===== config.mk =====
export PLATFORM = sky130hd
export DESIGN_NAME = fact_initiator
export DESIGN_NICKNAME = d
export VERILOG_FILES = /design/src/rtl/fact_initiator.sv
export SDC_FILE = /design/constraint.sdc
export NUM_CORES = 1
export LEC_CHECK = 0
export ABC_AREA = 0
export BUFFER_PORTS_ARGS = -buffer_cell sky130_fd_sc_hd__buf_2
export CAP_MARGIN = 20
export CORE_MARGIN = 10
export CORE_UTILIZATION = 46
export DETAILED_ROUTE_END_ITERATION = 7
export PLACE_DENSITY = 0.78
export SLEW_MARGIN = 15
export SYNTH_ARGS = -nofsm -noshare
export SYNTH_HDL_FRONTEND = slang
export SYNTH_SLANG_ARGS = --single-unit

===== constraint.sdc =====
create_clock -name clk -period 2.15 [get_ports clk]
set_clock_uncertainty 0.1 [all_clocks]
set_input_delay 0 -clock clk [delete_from_list [all_inputs] [get_ports clk]]
set_output_delay 0 -clock clk [all_outputs]
set_load 0.005 [all_outputs]

===== src/rtl/fact_initiator.sv =====
// Bus-side initiator for the memory-mapped factorial accelerator: writes n and go, polls status, reads the result.
// Optional poll timeout is enabled by defining FACT_TIMEOUT_EN (adds the TIMEOUT parameter and a 16-bit poll counter).
module fact_initiator #(
  parameter int N_MAX = 12
`ifdef FACT_TIMEOUT_EN
  , parameter int TIMEOUT = 1024
`endif
) (
  input  logic        clk,
  input  logic        reset,
  input  logic        req_valid,
  input  logic [3:0]  req_n,
  output logic        req_ready,
  output logic        rsp_valid,
  input  logic        rsp_ready,
  output logic [31:0] rsp_result,
  output logic        rsp_err,
  output logic [1:0]  A,
  output logic        WE,
  output logic [31:0] WD,
  input  logic [31:0] RD
);

  typedef enum logic [2:0] {
    IDLE   = 3'd0,
    WR_N   = 3'd1,
    WR_GO  = 3'd2,
    CLR_GO = 3'd3,
    POLL   = 3'd4,
    RD_RES = 3'd5,
    RESP   = 3'd6
  } state_t;

  localparam logic [31:0] N_MAX_U = 32'(N_MAX);

  state_t state;

`ifdef FACT_TIMEOUT_EN
  localparam logic [15:0] POLL_LAST = 16'(TIMEOUT - 1);
  logic [15:0] poll_cnt;
`endif

  // Single FSM; every bus and response output is registered alongside the state that owns it.
  always_ff @(posedge clk) begin
    if (!reset) begin
      state      <= IDLE;
      req_ready  <= 1'b1;
      rsp_valid  <= 1'b0;
      rsp_result <= 32'd0;
      rsp_err    <= 1'b0;
      A          <= 2'b00;
      WE         <= 1'b0;
      WD         <= 32'd0;
`ifdef FACT_TIMEOUT_EN
      poll_cnt   <= 16'd0;
`endif
    end else begin
      case (state)
        IDLE: begin
          if (req_valid) begin
            req_ready <= 1'b0;
            // Operands beyond N_MAX would overflow 32 bits, so reject without touching the bus.
            if ({28'd0, req_n} > N_MAX_U) begin
              state      <= RESP;
              rsp_valid  <= 1'b1;
              rsp_err    <= 1'b1;
              rsp_result <= 32'd0;
            end else begin
              state <= WR_N;
              A     <= 2'b00;
              WE    <= 1'b1;
              WD    <= {28'd0, req_n};
            end
          end
        end
        WR_N: begin
          state <= WR_GO;
          A     <= 2'b01;
          WE    <= 1'b1;
          WD    <= 32'd1;
        end
        WR_GO: begin
          state <= CLR_GO;
          A     <= 2'b01;
          WE    <= 1'b1;
          WD    <= 32'd0;
        end
        CLR_GO: begin
          state <= POLL;
          A     <= 2'b10;
          WE    <= 1'b0;
          WD    <= 32'd0;
`ifdef FACT_TIMEOUT_EN
          poll_cnt <= 16'd0;
`endif
        end
        POLL: begin
          // Error wins over done when both status bits are set.
          if (RD[1]) begin
            state      <= RESP;
            A          <= 2'b00;
            rsp_valid  <= 1'b1;
            rsp_err    <= 1'b1;
            rsp_result <= 32'd0;
          end else if (RD[0]) begin
            state <= RD_RES;
            A     <= 2'b11;
          end
`ifdef FACT_TIMEOUT_EN
          else if (poll_cnt == POLL_LAST) begin
            state      <= RESP;
            A          <= 2'b00;
            rsp_valid  <= 1'b1;
            rsp_err    <= 1'b1;
            rsp_result <= 32'd0;
          end else begin
            poll_cnt <= poll_cnt + 16'd1;
          end
`endif
        end
        RD_RES: begin
          state      <= RESP;
          A          <= 2'b00;
          rsp_valid  <= 1'b1;
          rsp_err    <= 1'b0;
          rsp_result <= RD;
        end
        RESP: begin
          if (rsp_ready) begin
            state     <= IDLE;
            rsp_valid <= 1'b0;
            req_ready <= 1'b1;
          end
        end
        default: begin
          state     <= IDLE;
          req_ready <= 1'b1;
          rsp_valid <= 1'b0;
          A         <= 2'b00;
          WE        <= 1'b0;
          WD        <= 32'd0;
        end
      endcase
    end
  end

endmodule


==> results.json <==
{
  "power_leakage_nw": 1.421,
  "area_growth_pct": 33.96,
  "hold_slack_ns": 0.02226,
  "clockBufferDepth": 2,
  "grt_pass1_wl_um": 10620,
  "post-route-util_pct": 63.84,
  "root_buffer": "clkbuf_8",
  "viasPerCell": 4.815,
  "tightest_slew_ns": 0.5360,
  "synth_area_leader_cell": "dfxtp_1",
  "antenna_found_initial": 0,
  "grt_max_degree": 37,
  "postRouteAntennaNets": 0,
  "die_area_um2": 8091,
  "power_density_nw_per_um2": 747.2,
  "die_x_um": 89.95,
  "initial_utilization_pct": 47.66,
  "ctsHoldBuffers": 35,
  "dr.first_iter.drc_count": 158,
  "cts_resized": 0,
  "ys_ff_latch": 45,
  "setup_tns_ns": 0,
  "cts_tree": "built",
  "wire_per_inst_um": 14.67,
  "core-area_um2": 4723,
  "max_slew_margin_pct": 64.27,
  "cts.sinks": 45,
  "peakVddDrop_mv": 0.3871,
  "rows": 25,
  "htreeDepth": 2,
  "rsz0062_at_grt": "false",
  "io_buffers": 81,
  "ys_types": 38,
  "post-route-min-period_ns": 1.844,
  "hold_viol": 0,
  "dieHeight_um": 89.95,
  "netlist_area_um2": 2251,
  "ys_seq_area_share_pct": 40.02,
  "grt_usage_pct": 15.12,
  "dp_slack_ns": 0.3444,
  "synth_edf_count": 0,
  "ff2ff_path_depth": 5,
  "critical_path_class": "reg2reg",
  "diodes": 0,
  "synthTopCellsByCount": "dfxtp_1 (45), nand3_1 (40), nand2_1 (38)",
  "post_cts_buffers": 0,
  "syn_inst": 265,
  "path_max_fanout": 36,
  "required_ns": 2.24,
  "regArea_um2": 900.9,
  "synth.most_common_cell": "dfxtp_1",
  "end_kind": "register",
  "drive_gt1_share_pct": 30.05,
  "grt-ovfl-total": 0,
  "hp-class": "in2reg",
  "async_reset_ff_share_pct": 0,
  "finalCritPeriodShare_pct": 85.74,
  "synthFlopType": "dfxtp_1",
  "synth_warnings": 0,
  "io_pins": 110,
  "cts_buffers": 5,
  "dp_hpwl_um": 4415,
  "finalWeightedCongestion": 0.8509,
  "drc_errors": 0,
  "clkTransAtPathRegs_ns": 0.08,
  "first_pass_iters": 4,
  "outcome": "completed",
  "hold_depth": 2,
  "synth.avg_cell_area_um2": 8.494,
  "insertion_delay_ns": 0.29,
  "wl_um": 6498,
  "clock.fmax_mhz": 542.4,
  "arrival_ns": 1.93,
  "nFillCells": 395,
  "grt_pass1_vias": 2130,
  "synthTopCellsByArea": "dfxtp_1 (40%), buf_4 (9.7%), nand3_1 (8.9%)",
  "maxCapViolCount": 0,
  "setup_ws_ns": 0.3065,
  "finalNetCount": 419,
  "multiInputGateArea_um2": 1102,
  "synth_top_area_share_pct": 40.02,
  "slew_viol_final": 0,
  "vias": 2133,
  "setup_viol": 0,
  "start_kind": "register"
}
==> state kept, by name, summed over array words and instances, names as in the netlist <==
register and count:
rsp_err 1, rsp_result 32, req_ready 1, state 3, A 2, WE 1, rsp_valid 1, WD 4
==> metrics by stage <==
| step | area [um^2] | total power [mW] | std cells |
|---|---|---|---|
| 2_1_floorplan | 2352 | 1.546 | 292 |
| 3_3_place_gp | 2581 | 1.696 | 400 |
| 3_5_place_dp | 2581 | 1.705 | 400 |
| 4_1_cts | 3015 | 2.278 | 443 |
| 5_1_grt | 3015 | 2.405 | 443 |
| 6_report | 3015 | 2.253 | 443 |
==> where the power goes <==
part	switching (mW)	total (mW)	internal [mW]
combinational	0.399	0.743	0.345
clock	0.279	0.509	0.230
sequential	0.0883	1.00	0.913
==> metal layers <==
layer | GRT usage, % | vias up | wire (um)
met1 | 16.46 | 965 | 2610
li1 | - | 1086 | -
met2 | 26.94 | 78 | 3307
met5 | 0 | - | 0
met3 | 6.484 | 4 | 541
met4 | 2.520 | 0 | 38
==> cell families (layout without fill, tap and decap cells) <==
kind of cell / Yosys count / count (layout) / share of synthesized area [%]
adders and majority gates: 4 / 4 / 2.224
and+or+nand+nor: 97 / 97 / 20.73
DFF: 45 / 45 / 40.02
buffers and inverters: 50 / 134 / 15.51
other: 1 / 28 / 0.1666
AOI/OAI and AO/OA: 68 / 68 / 21.35
==> critical path, cell delays in order, from the launching register on <==
cell and delay, ns:
dfxtp_1 0.47, nor3_4 0.38, a32o_2 0.32, buf_12 0.20, nand3_1 0.09, o211a_1 0.16
==> worst paths after layout <==
path,from,endpoint,slack (ns)
worst max register to register,state[0]$_SDFFE_PN0P_,rsp_err$_SDFFE_PN0P_,0.31
worst max-delay path,state[0]$_SDFFE_PN0P_,rsp_err$_SDFFE_PN0P_,0.31
worst min-delay path,reset,req_ready$_SDFFE_PN1P_,0.02
worst min register to register,rsp_result[11]$_SDFFE_PN0P_,rsp_result[11]$_SDFFE_PN0P_,0.35
==> final cells by class <==
class | instances | share of cell area [%]
inverter | 3 | 0.3734
clock buffer | 7 | 2.531
multi-input combinational | 197 | 36.56
clock inverter | 1 | 0.2490
tap | 67 | 2.780
timing repair buffer | 123 | 27.63
sequential | 45 | 29.88
==> layout by cell type, fill, tap and decap left out, types with 5 or more instances in the layout <==
master / netlist / routed
o21ai_1: 18 / 18
dlygate4sd3_1: 0 / 35
dfxtp_1: 45 / 45
a21oi_1: 5 / 5
conb_1: 1 / 28
nand2_1: 38 / 38
nand3_1: 40 / 40
buf_4: 29 / 5
o21ai_2: 12 / 12
nor2_1: 6 / 6
clkbuf_8: 0 / 5
o21ai_0: 10 / 10
buf_2: 5 / 81
(Power assumes the default switching activity.)
